===== src/rtl/video_pkg.sv =====
// Shared constants and FSM encoding for the 40x30 character video RAM arbiter.
package video_pkg;

  localparam int unsigned VRAM_COLS  = 40;
  localparam int unsigned VRAM_ROWS  = 30;
  localparam int unsigned VRAM_DEPTH = (VRAM_COLS * VRAM_ROWS) / 4;
  localparam int unsigned VRAM_AW    = 9;

  typedef enum logic [2:0] {
    ST_IDLE,
    ST_VGA_ISSUE,
    ST_VGA_RESP,
    ST_CPU_ISSUE,
    ST_CPU_RESP
  } state_t;

endpackage


===== src/rtl/vram_arbiter.sv =====
// Single-port video RAM arbiter: VGA scanout has fixed priority over a CPU port.
// Each access takes IDLE -> ISSUE -> RESP; out-of-range addresses never reach the RAM.
module vram_arbiter
  import video_pkg::*;
#(
  parameter int unsigned DEPTH = VRAM_DEPTH,
  parameter int unsigned AW    = VRAM_AW
) (
  input  logic          clk,
  input  logic          reset,
  input  logic [31:0]   vga_addr,
  output logic [31:0]   vga_data,
  input  logic          cpu_req,
  input  logic          cpu_we,
  input  logic [AW-1:0] cpu_addr,
  input  logic [31:0]   cpu_wdata,
  input  logic [3:0]    cpu_wmask,
  output logic          cpu_ready,
  output logic [31:0]   cpu_rdata,
  output logic          mem_en,
  output logic [3:0]    mem_we,
  output logic [AW-1:0] mem_addr,
  output logic [31:0]   mem_wdata,
  input  logic [31:0]   mem_rdata,
  output logic [15:0]   stall_cnt
);

  state_t        r_state, w_next;
  logic [31:0]   r_last_addr;
  logic          r_vga_pend;
  logic          r_vga_disc;
  logic [AW-1:0] r_vga_lat;
  logic [31:0]   r_vga_data;
  logic          r_cpu_we;
  logic [AW-1:0] r_cpu_addr;
  logic [31:0]   r_cpu_wdata;
  logic [3:0]    r_cpu_wmask;
  logic          r_cpu_ready;
  logic [31:0]   r_cpu_rdata;
  logic [15:0]   r_stall_cnt;

  logic w_mismatch, w_vga_in, w_vga_new, w_cpu_in;
  logic w_vga_go, w_cpu_go, w_stall;

  assign w_mismatch = (vga_addr != r_last_addr);
  assign w_vga_in   = (vga_addr < DEPTH);
  assign w_vga_new  = w_mismatch && w_vga_in;
  assign w_cpu_in   = (32'(r_cpu_addr) < DEPTH);

  // A fresh mismatch overrides a stale pending fetch, so a pending address is
  // only served when no newer address is arriving this cycle.
  assign w_vga_go = (r_state == ST_IDLE) &&
                    ((r_vga_pend && !w_mismatch) || w_vga_new);
  // The cycle cpu_ready is high the CPU still holds cpu_req; don't regrant it.
  assign w_cpu_go = (r_state == ST_IDLE) && !w_vga_go && cpu_req && !r_cpu_ready;
  assign w_stall  = cpu_req && !r_cpu_ready &&
                    ((r_state == ST_VGA_ISSUE) || (r_state == ST_VGA_RESP) ||
                     ((r_state == ST_IDLE) && w_vga_go));

  always_comb begin
    w_next    = r_state;
    mem_en    = 1'b0;
    mem_we    = '0;
    mem_addr  = '0;
    mem_wdata = '0;
    case (r_state)
      ST_IDLE: begin
        if (w_vga_go)      w_next = ST_VGA_ISSUE;
        else if (w_cpu_go) w_next = ST_CPU_ISSUE;
      end
      ST_VGA_ISSUE: begin
        mem_en   = 1'b1;
        mem_addr = r_vga_lat;
        w_next   = ST_VGA_RESP;
      end
      ST_VGA_RESP: w_next = ST_IDLE;
      ST_CPU_ISSUE: begin
        if (w_cpu_in) begin
          mem_en    = 1'b1;
          mem_addr  = r_cpu_addr;
          mem_wdata = r_cpu_wdata;
          mem_we    = r_cpu_we ? r_cpu_wmask : 4'b0000;
        end
        w_next = ST_CPU_RESP;
      end
      ST_CPU_RESP: w_next = ST_IDLE;
      default:     w_next = ST_IDLE;
    endcase
  end

  always_ff @(posedge clk) begin
    if (reset) begin
      r_state     <= ST_IDLE;
      r_last_addr <= '1;
      r_vga_pend  <= 1'b0;
      r_vga_disc  <= 1'b0;
      r_vga_lat   <= '0;
      r_vga_data  <= '0;
      r_cpu_we    <= 1'b0;
      r_cpu_addr  <= '0;
      r_cpu_wdata <= '0;
      r_cpu_wmask <= '0;
      r_cpu_ready <= 1'b0;
      r_cpu_rdata <= '0;
      r_stall_cnt <= '0;
    end else begin
      r_state     <= w_next;
      r_cpu_ready <= 1'b0;

      if (w_mismatch) begin
        r_last_addr <= vga_addr;
        r_vga_pend  <= w_vga_in;
        if (w_vga_in) r_vga_lat  <= vga_addr[AW-1:0];
        else          r_vga_data <= '0;
      end else if ((r_state == ST_VGA_RESP) && !r_vga_disc) begin
        r_vga_data <= mem_rdata;
        r_vga_pend <= 1'b0;
      end

      // An address change while a fetch is in flight makes that fetch stale.
      if ((r_state == ST_VGA_ISSUE) && w_mismatch) r_vga_disc <= 1'b1;
      else if (r_state == ST_VGA_RESP)             r_vga_disc <= 1'b0;

      if (w_cpu_go) begin
        r_cpu_we    <= cpu_we;
        r_cpu_addr  <= cpu_addr;
        r_cpu_wdata <= cpu_wdata;
        r_cpu_wmask <= cpu_wmask;
      end

      if (r_state == ST_CPU_RESP) begin
        r_cpu_ready <= 1'b1;
        r_cpu_rdata <= (!r_cpu_we && w_cpu_in) ? mem_rdata : '0;
      end

      if (w_stall && (r_stall_cnt != 16'hFFFF)) r_stall_cnt <= r_stall_cnt + 16'd1;
    end
  end

  assign vga_data  = r_vga_data;
  assign cpu_ready = r_cpu_ready;
  assign cpu_rdata = r_cpu_rdata;
  assign stall_cnt = r_stall_cnt;

endmodule

===== config.mk =====
export PLATFORM = sky130hd
export DESIGN_NAME = vram_arbiter
export DESIGN_NICKNAME = d
export VERILOG_FILES = /design/src/rtl/video_pkg.sv /design/src/rtl/vram_arbiter.sv
export SDC_FILE = /design/constraint.sdc
export NUM_CORES = 1
export LEC_CHECK = 0
export CORE_MARGIN = 4
export CORE_UTILIZATION = 40
export DETAILED_ROUTE_END_ITERATION = 7
export MAX_ROUTING_LAYER = met4
export PLACE_DENSITY_LB_ADDON = 0.25
export SKIP_LAST_GASP = 1
export SYNTH_ARGS = -nofsm -noshare
export SYNTH_HDL_FRONTEND = slang
export SYNTH_SLANG_ARGS = --single-unit

===== constraint.sdc =====
create_clock -name clk -period 5.84 [get_ports clk]
set_input_delay 0.584 -clock clk [delete_from_list [all_inputs] [get_ports clk]]
set_output_delay 0.584 -clock clk [all_outputs]
set_load 0.02 [all_outputs]

[Word level (Yosys, flattened, before mapping)]
Index checks and enable logic that the tools add are counted.
Storage, ports and cells
  bits of input ports: 113
  bits in registers: 173
  output and inout port bits: 127
Cells by class
  reduce and logical (&&, ||, !) cells: 26
  order comparisons: 2
  equality and inequality tests: 8
  add/sub/neg operators: 1
  muxes and demuxes: 21
Operators with widths (number)
  $mux 32: 6
  $lt 32x9->1 const B: 1
  $ne 32x32->1: 1
  $pmux 9 s2: 1
  $add 16x1->16 const B: 1
  $ne 16x16->1 const B: 1
  $logic_and 1x1->1: 13
  $mux 4: 3
  $lt 9x9->1 const B: 1
  $mux 9: 1
  $pmux 3 s3: 1
  $eq 3x2->1 const B: 2
  $mux 1: 6
  $mux 3: 2
  $logic_not 1->1: 5
  $reduce_and 2->1: 2
  $reduce_bool 2->1: 2
  $eq 3x1->1 const B: 1
  $eq 3x3->1 const B: 1
  $logic_not 3->1: 1
  $logic_or 1x1->1: 3
  $ne 3x3->1 const B: 1
  $ne 2x2->1 const B: 1
  $pmux 1 s2: 1

[Logic depth before layout (Yosys ltp)]
  depth in word-level cells: 12
  depth in mapped cells: 9
  depth with buffers taken out: 8

[Worst setup path before layout]
OpenSTA, ideal clock, no wires.
  kind: input -> register
  start point: input vga_addr[18]
  end point: register r_cpu_wdata[19]
  path slack: 3426 ps
  cell stages on the path: 9
  data arrival time: 2286 ps
  required time: 5712 ps
  path through: xor2_1 > nor4_1 > nand4_1 > or3_4 > nand4_1 > buf_4 > buf_6 > mux2i_1 > nor2_1
Between the ends
  longest elaborated chain between the ends: 9
  elaborated cells between the ends (all ways): 11
  those cells by class: order compare (1); eq/ne (1); reduce/logical (9)
RTL lines
  start, declared: line vram_arbiter.sv:11  | input logic [31:0] vga_addr,
  branches (longest 3 deep; another with $lt 32x9->1)
  $logic_or 1x1->1 *: line vram_arbiter.sv:53  | ((r_vga_pend && !w_mismatch) || w_vga_new);
  $logic_and 1x1->1 *: line vram_arbiter.sv:52  | assign w_vga_go = (r_state == ST_IDLE) &&
  $logic_not 1->1 *: line vram_arbiter.sv:55  | assign w_cpu_go = (r_state == ST_IDLE) && !w_vga_go && cpu_req && !r_cpu_ready;
  $logic_and 1x1->1 * (3 in a row): line vram_arbiter.sv:55
  end signal, assigned: line vram_arbiter.sv:127  | r_cpu_wdata <= cpu_wdata;
  end, declared: line vram_arbiter.sv:36  | logic [31:0] r_cpu_wdata;
Every way passes the cells marked *.
A chain may end at the register's enable or synchronous reset.

[Final worst setup path]
  start point: register r_cpu_addr[3]
  end point: output mem_addr[7]
Between the ends
  longest elaborated chain between the ends: 3
RTL lines
  start, declared: line vram_arbiter.sv:35  | logic [AW-1:0] r_cpu_addr;
  start signal, assigned: line vram_arbiter.sv:126  | r_cpu_addr <= cpu_addr;
  $lt 9x9->1: line vram_arbiter.sv:48  | assign w_cpu_in = (32'(r_cpu_addr) < DEPTH);
  $mux 9: line vram_arbiter.sv:78  | if (w_cpu_in) begin
  $pmux 9 s2: line vram_arbiter.sv:66  | case (r_state)
  end, declared: line vram_arbiter.sv:22  | output logic [AW-1:0] mem_addr,
No other way between the ends.

==> flow_summary_export.csv <==
group,metric,value,unit
outcome,outcome,"finished clean",
logic_synthesis,postSynthAreaPerCell,9.26,sq um
global_routing,via_count_of_the_first_global_routing_pass,6044,
clock_tree,h-tree-depth,4,
run,timing.max_cap.violations,0,
finish,final.fill_count,1514,
clock_tree,cts_tree,"done",
pwr,power.density,275,nW/um^2
placement,gp_routability_congestion,0.799,
clock_tree,postCtsHoldBufs,0,
clock_tree,worstSkewPairLatency,420,ps
timing,worst_clock_skew,8.28,ps
clock_tree,postCtsSetupRepairBufs,0,
global_routing,grt_start_max_net_pins,105,
detailed_routing,drc,0,
worst_setup_path,crit_path_end,"mem_addr[7]",
worst_hold_path,hold_path.startpoint,"vga_data[24]",
detailed_routing,wire_per_inst,16.4,um
clock_tree,path_clk_slew,60,ps
logic_synthesis,netlist_top_cells_area,"sky130_fd_sc_hd__dfxtp_1 51%, sky130_fd_sc_hd__mux2i_1 8.2%, sky130_fd_sc_hd__nor2_1 5.5%, sky130_fd_sc_hd__xor2_1 4.1%, sky130_fd_sc_hd__a22oi_1 3.5%",
clock_tree,sink_count_of_the_clock_tree,173,
detailed_routing,ant_nets_after_route,0,
clock_tree,post_cts_resize_count,0,
logic_synthesis,synth_area,6850,sq um
timing,fin_tns_setup,0,ps
logic_synthesis,synth_seq_area_share,50.5,%
finish,finalNetCount,1073,
global_routing,grt_antenna_before_repair,0,
logic_synthesis,synth-seq-cells,173,
timing,tightest_slew,1110,ps
global_routing,grt-ovfl-total,0,
floorplan,floorplan.core_area,16700,sq um
finish,area_growth_from_synthesis_to_layout,46.5,%
logic_synthesis,synth_enable_flop_cells,0,
detailed_routing,dr.first_iter.drc_count,257,
worst_setup_path,worst-endpoint-required,5260,ps
logic_synthesis,netlist_instances,740,
finish,finalCoreUtilization,60.1,%
floorplan,fp.dieH,139,um
timing,grt_setup_unrepaired,"no",
timing,period_share,63.3,%
worst_setup_path,regToRegEndpoint,"stall_cnt[14]",
floorplan,rows,47,
pwr,peakVddDrop,0.000198,V
timing,timing.max_slew.rel_slack,26.0,%
placement,cell_area_reported_after_detailed_placement,9400,sq um
worst_setup_path,rrSetupSlack,2840,ps
detailed_routing,drt-pass1-iter-count,5,
global_routing,grt_first_pass_wirelength,31.5,mm
logic_synthesis,netlist.area_leader.share,50.5,%
timing,timing.fmax,270,MHz
worst_setup_path,cp-startpoint,"r_cpu_addr[3]",
finish,num_antenna_cells,0,
worst_setup_path,setup.worst_path.class,"reg2out",
pwr,p_leak,3.88,nW
logic_synthesis,async_reset_ff_share,0,%
timing,timing_max_transition_violations_final,0,
worst_hold_path,hold_path_class,"reg2reg",
clock_tree,cts_max_path_buffers,2,
logic_synthesis,synthDominantAreaCellType,"sky130_fd_sc_hd__dfxtp_1",
floorplan,initial_core_util,41.0,%
floorplan,num_io_pins,240,
placement,io_buffer_count,239,
worst_setup_path,ff2ff_path_depth,7,
worst_setup_path,worstPathArrival,3110,ps
detailed_routing,route.detailed.vias_per_inst,5.01,
timing,min_tclk_post_route,3700,ps
worst_setup_path,reg2reg_from,"r_last_addr[16]",
detailed_routing,via_count,5969,
finish,fin_area,10000,sq um
detailed_routing,drt-total-wl,19.5,mm
logic_synthesis,synth_fp_nets,854,
floorplan,die-area,19300,sq um
worst_setup_path,timing.critical_path.fanout_max,27,
worst_setup_path,worst_setup_path_start_kind,"flop",
timing,setup_viols_final,0,
placement,detailed_place_hpwl,13.3,mm
global_routing,gr-usage-all-layers,20.4,%
floorplan,die-width,139,um
clock_tree,cts_root_buf,"sky130_fd_sc_hd__clkbuf_16",
timing,finalHoldWorstSlack,449,ps
timing,hold_viol_final,0,
logic_synthesis,yosys_warnings,0,
finish,post_route_cells_drive_above_1_share,8.55,%
worst_setup_path,critPathCaptureType,"output pin",
logic_synthesis,synth_flop_cell,"sky130_fd_sc_hd__dfxtp_1",
clock_tree,cts_inserted_buffers,17,
logic_synthesis,number_of_distinct_library_cells_after_synthesis,39,
through the flow:
step / setup WS (ps) / std cells / total power, mW
after floorplan: 3430 / 740 / 1.42
after global placement: 2060 / 1160 / 1.55
after detailed placement: 2060 / 1160 / 1.55
after CTS: 2060 / 1191 / 2.79
after global routing: 1860 / 1191 / 2.86
final: 2140 / 1191 / 2.76
how the worst min path moves through the flow:
stage	slack [ps]	end	cells after the start
4_1_cts	450	vga_data[24]	2
2_1_floorplan	450	r_vga_disc	2
5_1_grt	470	vga_data[16]	2
6_report	450	vga_data[24]	2
3_5_place_dp	440	vga_data[24]	2
3_3_place_gp	440	vga_data[10]	2
critical path: stages (launching register included):
cell and delay, ps:
sky130_fd_sc_hd__dfxtp_1 320, sky130_fd_sc_hd__a21oi_1 150, sky130_fd_sc_hd__nor2b_1 70, sky130_fd_sc_hd__o31ai_1 270, sky130_fd_sc_hd__nor2b_2 660, sky130_fd_sc_hd__buf_4 380
sky130_fd_sc_hd__a22o_1 180, sky130_fd_sc_hd__clkdlybuf4s50_1 650
placed cells by master (no fill, tap or decap), drive strengths merged, types with 4 or more instances in the layout:
| cell | count |
|---|---|
| a21oi | 46 |
| inv | 14 |
| mux2i | 56 |
| or2 | 32 |
| nor3 | 8 |
| and3 | 7 |
| nor4 | 15 |
| mux2 | 4 |
| nand4 | 8 |
| clkdlybuf4s50 | 238 |
| a22o | 9 |
| xor2 | 32 |
| nor2b | 9 |
| a21o | 9 |
| buf | 10 |
| a22oi | 32 |
| clkbuf | 17 |
| nand2 | 42 |
| nor2 | 101 |
| and2 | 34 |
| dfxtp | 173 |
| bufinv | 5 |
| nand3 | 44 |
synthesized netlist by cell type, types with 9 or more instances:
| cell | count |
|---|---|
| sky130_fd_sc_hd__inv_1 | 11 |
| sky130_fd_sc_hd__nand2_1 | 42 |
| sky130_fd_sc_hd__a21oi_1 | 46 |
| sky130_fd_sc_hd__clkbuf_1 | 39 |
| sky130_fd_sc_hd__xor2_1 | 32 |
| sky130_fd_sc_hd__a22oi_1 | 32 |
| sky130_fd_sc_hd__nor2b_1 | 9 |
| sky130_fd_sc_hd__dfxtp_1 | 173 |
| sky130_fd_sc_hd__nand3_1 | 44 |
| sky130_fd_sc_hd__a21o_1 | 9 |
| sky130_fd_sc_hd__or2_2 | 32 |
| sky130_fd_sc_hd__a22o_1 | 9 |
| sky130_fd_sc_hd__mux2i_1 | 56 |
| sky130_fd_sc_hd__nor4_1 | 15 |
| sky130_fd_sc_hd__nor2_1 | 101 |
| sky130_fd_sc_hd__and2_1 | 34 |
cell families after synthesis:
logic type,share of synthesized area [%]
XOR/XNOR,4.22
flip-flops,50.5
buffers and inverters,3.76
adder cells (fa/ha/maj),0.183
AO/OA/AOI/OAI,10.4
AND/OR/NAND/NOR,22.1
multiplexers,8.84
final cells by class:
| type | instances | area [sq um] | share of cell area [%] |
|---|---|---|---|
| well taps | 220 | 275 | 2.74 |
| multi-input cells | 508 | 3160 | 31.5 |
| clock inverters | 14 | 214 | 2.13 |
| inverters | 11 | 41.3 | 0.411 |
| flip-flops and latches | 173 | 3460 | 34.5 |
| repair buffers | 248 | 2460 | 24.5 |
| clock buffers | 17 | 425 | 4.24 |
report_power, final:
| part | internal [mW] | total (mW) | switching (mW) |
|---|---|---|---|
| Combinational | 0.146 | 0.279 | 0.133 |
| Clock | 0.758 | 1.23 | 0.475 |
| Sequential | 1.22 | 1.25 | 0.0247 |
| Total | 2.13 | 2.76 | 0.633 |
registers in the layout, summed over array words and instances, names as in the netlist, 3 cells and up:
register     flops
r_cpu_wmask      4
stall_cnt       16
cpu_rdata       32
vga_data        32
r_cpu_wdata     32
r_cpu_addr       9
r_vga_lat        9
r_last_addr     32
r_state          3
per-layer routing:
metal | share of wire (%) | GRT usage [%] | up-vias
li1 | - | - | 2959
met1 | 45 | 25.4 | 2799
met2 | 46 | 31.9 | 187
met3 | 7.1 | 6.45 | 24
met4 | 1.5 | 6.23 | 0
met5 | 0 | - | -
(Power assumes the default switching activity.)
